===== src/rtl/uart_pkg.sv =====
// Shared types and framing constants for the 8N1 UART receiver.
package uart_pkg;

  typedef enum logic [2:0] {
    IDLE,
    START,
    DATA,
    STOP,
    BREAK
  } rx_state_t;

  localparam int OVERSAMPLE = 16;
  localparam int HALF_BIT   = 8;
  localparam int DATA_BITS  = 8;

endpackage


===== src/rtl/rx_fifo.sv =====
// First-word-fall-through byte FIFO; the head entry is always visible on o_head.
module rx_fifo #(
  parameter int DEPTH = 4,
  parameter int WIDTH = 8
) (
  input  logic             i_clk,
  input  logic             i_rst,
  input  logic             i_push,
  input  logic [WIDTH-1:0] i_din,
  input  logic             i_pop,
  output logic             o_full,
  output logic             o_empty,
  output logic             o_drop,
  output logic [WIDTH-1:0] o_head
);

  localparam int AW = $clog2(DEPTH);

  logic [WIDTH-1:0] r_mem [DEPTH];
  logic [AW:0]      r_wr_ptr;
  logic [AW:0]      r_rd_ptr;
  logic             w_pop;
  logic             w_push;

  // Extra pointer MSB tells full from empty when the low bits coincide.
  assign o_empty = (r_wr_ptr == r_rd_ptr);
  assign o_full  = (r_wr_ptr[AW] != r_rd_ptr[AW]) &&
                   (r_wr_ptr[AW-1:0] == r_rd_ptr[AW-1:0]);

  assign w_pop  = i_pop && !o_empty;
  assign w_push = i_push && (!o_full || w_pop);
  assign o_drop = i_push && o_full && !w_pop;
  assign o_head = o_empty ? '0 : r_mem[r_rd_ptr[AW-1:0]];

  always_ff @(posedge i_clk) begin
    if (i_rst) begin
      r_wr_ptr <= '0;
      r_rd_ptr <= '0;
    end else begin
      if (w_push) r_wr_ptr <= r_wr_ptr + (AW+1)'(1);
      if (w_pop)  r_rd_ptr <= r_rd_ptr + (AW+1)'(1);
    end
  end

  always_ff @(posedge i_clk) begin
    if (w_push) r_mem[r_wr_ptr[AW-1:0]] <= i_din;
  end

endmodule


===== src/rtl/uart_rx_fifo.sv =====
// 8N1 UART receiver with 16x oversampling feeding a small FWFT byte FIFO,
// with sticky frame-error and overrun flags.
module uart_rx_fifo
  import uart_pkg::*;
#(
  parameter int BAUD_DIV   = 65,
  parameter int FIFO_DEPTH = 4
) (
  input  logic       clock_in,
  input  logic       reset,
  input  logic       RxD,
  input  logic       rd_en,
  input  logic       err_clr,
  output logic [7:0] rx_data,
  output logic       rx_valid,
  output logic       frame_err,
  output logic       overrun
);

  localparam int DIV_W = $clog2(BAUD_DIV);
  localparam int OS_W  = $clog2(OVERSAMPLE);
  localparam int BIT_W = $clog2(DATA_BITS);

  localparam logic [DIV_W-1:0] DIV_LAST = DIV_W'(BAUD_DIV - 1);
  localparam logic [OS_W-1:0]  OS_HALF  = OS_W'(HALF_BIT - 1);
  localparam logic [OS_W-1:0]  OS_LAST  = OS_W'(OVERSAMPLE - 1);
  localparam logic [BIT_W-1:0] BIT_LAST = BIT_W'(DATA_BITS - 1);

  logic                 r_rx_meta;
  logic                 r_rxs;
  logic [DIV_W-1:0]     r_div;
  logic                 w_tick;
  rx_state_t            r_state;
  rx_state_t            w_state_nxt;
  logic [OS_W-1:0]      r_os_cnt;
  logic [OS_W-1:0]      w_os_nxt;
  logic [BIT_W-1:0]     r_bit_cnt;
  logic [BIT_W-1:0]     w_bit_nxt;
  logic                 w_div_clr;
  logic                 w_shift_en;
  logic                 w_push_stop;
  logic                 w_ferr_set;
  logic [DATA_BITS-1:0] r_shift;
  logic                 r_push_p1;
  logic                 r_ferr;
  logic                 r_ovr;
  logic                 w_full;
  logic                 w_empty;
  logic                 w_drop;
  logic [7:0]           w_head;

  // Stage: input synchronizer (idles high so reset never looks like a start edge)
  always_ff @(posedge clock_in) begin
    if (reset) begin
      r_rx_meta <= 1'b1;
      r_rxs     <= 1'b1;
    end else begin
      r_rx_meta <= RxD;
      r_rxs     <= r_rx_meta;
    end
  end

  // Stage: oversample tick divider, realigned to each start edge
  assign w_tick = (r_div == DIV_LAST);

  always_ff @(posedge clock_in) begin
    if (reset) begin
      r_div <= '0;
    end else if (w_div_clr || w_tick) begin
      r_div <= '0;
    end else begin
      r_div <= r_div + DIV_W'(1);
    end
  end

  // Stage: framing FSM
  always_ff @(posedge clock_in) begin
    if (reset) begin
      r_state   <= IDLE;
      r_os_cnt  <= '0;
      r_bit_cnt <= '0;
    end else begin
      r_state   <= w_state_nxt;
      r_os_cnt  <= w_os_nxt;
      r_bit_cnt <= w_bit_nxt;
    end
  end

  always_comb begin
    w_state_nxt = r_state;
    w_os_nxt    = r_os_cnt;
    w_bit_nxt   = r_bit_cnt;
    w_div_clr   = 1'b0;
    w_shift_en  = 1'b0;
    w_push_stop = 1'b0;
    w_ferr_set  = 1'b0;
    unique case (r_state)
      IDLE: begin
        if (!r_rxs) begin
          w_state_nxt = START;
          w_os_nxt    = '0;
          w_bit_nxt   = '0;
          w_div_clr   = 1'b1;
        end
      end
      START: begin
        if (w_tick) begin
          if (r_os_cnt == OS_HALF) begin
            w_os_nxt    = '0;
            w_state_nxt = r_rxs ? IDLE : DATA;
          end else begin
            w_os_nxt = r_os_cnt + OS_W'(1);
          end
        end
      end
      DATA: begin
        if (w_tick) begin
          if (r_os_cnt == OS_LAST) begin
            w_os_nxt   = '0;
            w_shift_en = 1'b1;
            if (r_bit_cnt == BIT_LAST) begin
              w_bit_nxt   = '0;
              w_state_nxt = STOP;
            end else begin
              w_bit_nxt = r_bit_cnt + BIT_W'(1);
            end
          end else begin
            w_os_nxt = r_os_cnt + OS_W'(1);
          end
        end
      end
      STOP: begin
        if (w_tick) begin
          if (r_os_cnt == OS_LAST) begin
            w_os_nxt = '0;
            if (r_rxs) begin
              w_push_stop = 1'b1;
              w_state_nxt = IDLE;
            end else begin
              w_ferr_set  = 1'b1;
              w_state_nxt = BREAK;
            end
          end else begin
            w_os_nxt = r_os_cnt + OS_W'(1);
          end
        end
      end
      BREAK: begin
        if (r_rxs) w_state_nxt = IDLE;
      end
      default: w_state_nxt = IDLE;
    endcase
  end

  // LSB arrives first, so shift in from the top.
  always_ff @(posedge clock_in) begin
    if (w_shift_en) r_shift <= {r_rxs, r_shift[DATA_BITS-1:1]};
  end

  // Stage: push one cycle after the stop sample; r_shift is stable until the next frame's data
  always_ff @(posedge clock_in) begin
    if (reset) r_push_p1 <= 1'b0;
    else       r_push_p1 <= w_push_stop;
  end

  rx_fifo #(
    .DEPTH (FIFO_DEPTH),
    .WIDTH (8)
  ) u_fifo (
    .i_clk   (clock_in),
    .i_rst   (reset),
    .i_push  (r_push_p1),
    .i_din   (r_shift),
    .i_pop   (rd_en),
    .o_full  (w_full),
    .o_empty (w_empty),
    .o_drop  (w_drop),
    .o_head  (w_head)
  );

  // Stage: sticky status; a set event outranks a simultaneous clear
  always_ff @(posedge clock_in) begin
    if (reset) begin
      r_ferr <= 1'b0;
      r_ovr  <= 1'b0;
    end else begin
      if (w_ferr_set)   r_ferr <= 1'b1;
      else if (err_clr) r_ferr <= 1'b0;
      if (w_drop)       r_ovr  <= 1'b1;
      else if (err_clr) r_ovr  <= 1'b0;
    end
  end

  assign rx_data   = w_head;
  assign rx_valid  = !w_empty;
  assign frame_err = r_ferr;
  assign overrun   = r_ovr;

endmodule

===== config.mk =====
export PLATFORM = sky130hd
export DESIGN_NAME = uart_rx_fifo
export DESIGN_NICKNAME = d
export VERILOG_FILES = /design/src/rtl/uart_pkg.sv /design/src/rtl/rx_fifo.sv /design/src/rtl/uart_rx_fifo.sv
export SDC_FILE = /design/constraint.sdc
export NUM_CORES = 1
export LEC_CHECK = 0
export CORE_MARGIN = 1
export CORE_UTILIZATION = 63
export DETAILED_ROUTE_END_ITERATION = 12
export PLACE_DENSITY_LB_ADDON = 0.3
export REMOVE_ABC_BUFFERS = 1
export SLEW_MARGIN = 20
export SYNTH_ARGS = -nofsm -noshare
export SYNTH_HDL_FRONTEND = slang
export SYNTH_SLANG_ARGS = --single-unit

===== constraint.sdc =====
create_clock -name clock_in -period 3.4 [get_ports clock_in]
set_input_delay 0.68 -clock clock_in [delete_from_list [all_inputs] [get_ports clock_in]]
set_output_delay 0.68 -clock clock_in [all_outputs]
set_load 0.1 [all_outputs]

---- Word level (Yosys, flattened, before mapping) ----
Memory sizes are Yosys's and may differ from the RTL's. A register that Yosys moved wholly into a read port is not among the register bits.
Cells that the tools add are included.
storage, ports and cells
  register bits ........................... 36
  bits in writable memories ............... 32
  output and inout bits ................... 11
  logic and storage cells ................. 103
  memories kept ........................... 1
memory list
  memory        words  bits a word  rd ports  clocked after memory_dff  wr ports  line           RTL
  u_fifo.r_mem  4      8            1         1                         1         rx_fifo.sv:19  logic [WIDTH-1:0] r_mem [DEPTH];
operators by class
  $add $sub $neg .......................... 5
  equal/unequal tests ..................... 21
  multiplexer cells ....................... 40
  bitwise gates (word level) .............. 3
  reduce and logical (&&, ||, !) cells .... 21
operator list
  cell                   count
  $mux W3                14
  $mux W4                5
  $ne A2 B2 Y1 const B   9
  $pmux W3 S5            1
  $mux W1                14
  $pmux W4 S3            1
  $add A3 B1 Y3 const B  3
  $reduce_and A9 Y1      1
  $mux W8                1
  $reduce_and A4 Y1      2
  $add A7 B1 Y7 const B  1
  $eq A7 B7 Y1 const B   1
  $eq A3 B2 Y1 const B   2
  $eq A3 B3 Y1 const B   2
  $mux W2                3
  $pmux W3 S2            1
  $reduce_bool A2 Y1     3
  $logic_and A1 B1 Y1    5
  $add A4 B1 Y4 const B  1
  $eq A4 B3 Y1 const B   1
  $eq A4 B4 Y1 const B   1
  $reduce_or A2 Y1       2
  $reduce_or A4 Y1       1
  $eq A3 B1 Y1 const B   1
  other kinds (9)        14

---- Logic depth before layout (Yosys ltp) ----
  depth after elaboration ................. 7
  depth in mapped cells ................... 6
  depth with buffers taken out ............ 6

---- Hierarchy ----
A second synthesis with hierarchy kept.
unflattened totals
  cell total of the unflattened synthesis .. 233
  area, all modules ....................... 3,030.4 µm²
by module, submodules not included
  module        times used  cells each  area each (µm²)
  rx_fifo       1           106         1,715.4
  uart_rx_fifo  1           127         1,315.0

---- Worst setup path after synthesis ----
OpenSTA, ideal clock, no wires.
  path type ............................... reg2out
  start point ............................. register u_fifo.r_wr_ptr[1]
  end point ............................... output rx_data[0]
  arrival time ............................ 2.333 ns
  data required time ...................... 2.720 ns
  path slack .............................. 0.387 ns
  stages on the path, launching flop included .. 4
  cells stage by stage .................... dfxtp_1 -> xor2_1 -> nor3_1 -> nor2b_1
between the ends
  cells in the longest elaborated chain, start to end .. 2
RTL lines
  element                   line                RTL
  start: declaration        rx_fifo.sv:20       logic [AW:0] r_wr_ptr;
  start signal: assignment  rx_fifo.sv:40       if (w_push) r_wr_ptr <= r_wr_ptr + (AW+1)'(1);
  $eq A3 B3 Y1              rx_fifo.sv:26       assign o_empty = (r_wr_ptr == r_rd_ptr);
  $mux W8                   rx_fifo.sv:33       assign o_head = o_empty ? '0 : r_mem[r_rd_ptr[AW-1:0]];
  end: declaration          uart_rx_fifo.sv:14  output logic [7:0] rx_data,
Every way passes these cells.

---- Final worst setup path ----
  start point ............................. register u_fifo.r_wr_ptr[1]
  end point ............................... output rx_data[7]
Same word-level chain as after synthesis.

==> flow_summary.toml <==
[logic_synthesis]
synth_edf_count = 40
synthFlopType = "edfxtp_1"
synthesis.area_mm2 = 0.00295
synthAdderAreaFrac_pct = 4.24
async_flop_share_pct = 0
syn_avg_cell_area_um2 = 13.1
synthCells = 226
yosysSeqAreaShare_pct = 61.0
synthSimpleGateAreaFrac_pct = 13.8
synth_cell_type_count = 42
yosysWarningCount = 0
synth_seq_cells = 70
synth-compound-area-share_pct = 6.48
synth_top_family_by_area = "simple AND/OR/NAND/NOR gates"
synthMuxAreaShare_pct = 8.13
synthXorXnorAreaFrac_pct = 3.85

[pwr]
switchingPower_mw = 0.335
cellPowerDensity_mw_per_mm2 = 457
p_int_mw = 1.17
pwr-share-seq_pct = 59.6
peakVddDrop_mv = 0.309
clkPwrFrac_pct = 38.1
swShare_pct = 22.3
power_leakage_nw = 1.20
combPwrFrac_pct = 2.3

[floorplanning]
core_mm2 = 0.00444
io_pins = 16
rows = 24
dieWidth_um = 70.5
start_util_pct = 66.5
die_y_um = 70.5
die_area_mm2 = 0.00497

[place]
routabilityCongestion = 0.834
hpwl_um = 2980
portBuffers = 15
post-place-ws_ps = 881

[cts]
numCtsBuffers = 9
cts.reportedPaths.clkPinSlew_ps = 70
cts_resized = 0
root_buffer = "clkbuf_8"
cts_setup_buffers = 0
clock_path_buffers = 2
hold_buffers = 0
insertion_delay_ps = 340
htreeDepth = 3
clkSinkCount = 70
cts_tree = "yes"

[run_status]
status = "complete, but fails checks"
failed_checks = "DRC"

[critical_path]
startpoint_type = "register"
end_kind = "output port"
r2r-end = "u_fifo.r_mem[0][5]"
endpoint = "rx_data[7]"
crit_chain = "xor2_1 -> nor3_1 -> nor2b_1 -> buf_4"
cp_slowest_stage_delay_ps = 830
crit_fanout = 9
cp_num_cells = 4
reg2reg_from = "u_fifo.r_wr_ptr[1]"
startpoint = "u_fifo.r_wr_ptr[1]"
arrival_ps = 2140
critPathTopFamily = "simple AND/OR/NAND/NOR gates"
slowest_stage = "nor3_1"
reg2reg_depth = 3
critPathKind = "register to output port"
crit_buf_inv = 1
critPathRequiredTime_ps = 2720
reg2reg_slack_ps = 1340

[grt]
grt_pass1_vias = 1616
grt.total_usage_pct = 20.2
grt_first_pass_wirelength_um = 7400
grt_max_degree = 25
antenna_found_initial = 0
overflow = 0

[final_layout]
drive_above_1_share_pct = 16.0
nNetsFinal = 260
area_delta_synth_final_pct = 11.1
diodes = 0

[timing]
post-route-min-period_ps = 2820
drv_slew = 0
finalCritPeriodShare_pct = 83.0
rsz0062_at_grt = "false"
fmax_mhz = 354
final_hold_viol_count = 0
worst_pin_slew_ps = 975
setup_viol = 0
relSlewSlack_pct = 34.5
layout_setup_ws_ps = 577
fin_tns_setup_ps = 0
skew_ps = 9.43

[run]
maxCapViolCount = 0

[worst_hold_path]
hold_path.class = "register to register"

[routing]
antenna_left = 0
drcViolationCount = 8
wl_per_cell_um = 14.8
vias_per_cell = 5.67
vias = 1712
dr.first_iter.drc_count = 130
firstDrtPassIters = 8
finalWirelength_um = 4460
-- area by class of cell --
type	count	area (um^2)
Sequential cell	70	1800
Fill cell	282	1160
Multi-Input combinational cell	137	1080
Clock buffer	10	128
Timing Repair Buffer	15	128
Tap cell	52	65.1
Inverter	12	45.0
Clock inverter	6	38.8
-- through the flow --
stage | total power [mW] | cell area (um^2) | hold WS [ps] | cells | util [%]
floorplan | 0.933 | 2920 | 389 | 219 | -
global placement | 0.948 | 3120 | 396 | 286 | 70.1
detailed placement | 0.948 | 3120 | 402 | 286 | 70.1
CTS | 1.51 | 3280 | 424 | 302 | 73.9
global route | 1.55 | 3280 | 430 | 302 | 73.9
finish | 1.50 | 3280 | 418 | 302 | 73.9
-- power by group through the flow --
stage | logic, mW | clock network [mW] | registers (mW)
2_1_floorplan | 0.0200 | 0 | 0.913
3_3_place_gp | 0.0329 | 0 | 0.915
3_5_place_dp | 0.0337 | 0 | 0.915
4_1_cts | 0.0338 | 0.577 | 0.895
5_1_grt | 0.0383 | 0.611 | 0.896
6_report | 0.0338 | 0.572 | 0.896
-- registers in the layout, summed over array words and instances, names as in the netlist, named ones only --
| register | count |
|---|---|
| r_state | 3 |
| u_fifo.r_wr_ptr | 3 |
| r_shift | 8 |
| r_bit_cnt | 3 |
| r_rx_meta | 1 |
| r_os_cnt | 4 |
| u_fifo.r_mem | 32 |
| r_div | 7 |
| frame_err | 1 |
| r_push_p1 | 1 |
| r_rxs | 1 |
| overrun | 1 |
| u_fifo.r_rd_ptr | 3 |
-- worst min path at each step --
stage | start | end | slack [ps] | cells past startpoint
floorplan | r_rx_meta | r_rxs | 390 | 1
global placement | r_rx_meta | r_rxs | 400 | 1
detailed placement | r_rx_meta | r_rxs | 400 | 1
CTS | r_rx_meta | r_rxs | 420 | 1
global route | r_rx_meta | r_rxs | 430 | 1
finish | r_rx_meta | r_rxs | 420 | 1
-- logic make-up (layout without fill, tap and decap cells) --
| group | count (synthesis) | after routing |
|---|---|---|
| buffers and inverters | 19 | 43 |
| flip-flops | 70 | 70 |
| AND/OR/NAND/NOR | 74 | 74 |
| XOR/XNOR | 13 | 13 |
| AO/OA/AOI/OAI | 26 | 26 |
| adder cells (fa/ha/maj) | 10 | 10 |
| multiplexers | 14 | 14 |
-- synth_stat cells, types with 3 or more instances --
library cell / instances / area, um^2
nand3_1: 6 / 30.0
mux2i_1: 6 / 60.1
clkbuf_1: 3 / 11.3
nor2b_1: 9 / 56.3
edfxtp_1: 40 / 1200
or2_2: 4 / 25.0
a21oi_1: 10 / 50.1
ha_1: 10 / 125
mux4_2: 8 / 180
xor2_1: 7 / 61.3
dfxtp_1: 30 / 601
nand2b_1: 4 / 25.0
o21ai_0: 4 / 20.0
inv_1: 12 / 45.0
xnor2_1: 6 / 52.6
nor2_1: 25 / 93.8
nand2_1: 8 / 30.0
-- cells in the final DEF, fill, tap and decap left out, types with 6 or more instances in the layout --
| cell | synthesis | layout |
|---|---|---|
| dfxtp_1 | 30 | 30 |
| nand3_1 | 6 | 6 |
| edfxtp_1 | 40 | 40 |
| nand2_1 | 8 | 8 |
| clkdlybuf4s50_1 | 0 | 6 |
| xor2_1 | 7 | 7 |
| a21oi_1 | 10 | 10 |
| clkbuf_8 | 0 | 9 |
| mux2i_1 | 6 | 6 |
| xnor2_1 | 6 | 6 |
| mux4_2 | 8 | 8 |
| buf_4 | 0 | 9 |
| inv_1 | 12 | 12 |
| ha_1 | 10 | 10 |
| nor2b_1 | 9 | 9 |
| nor2_1 | 25 | 25 |
-- metal layers --
metal / share of wire, % / vias up / global-route usage, %
met5: 0 / - / 0
met4: 2.5 / 0 / 11.3
met3: 3.3 / 12 / 5.19
met2: 44 / 36 / 30.2
met1: 50 / 798 / 27.1
li1: - / 866 / -
Power figures use the tool's default switching activity.
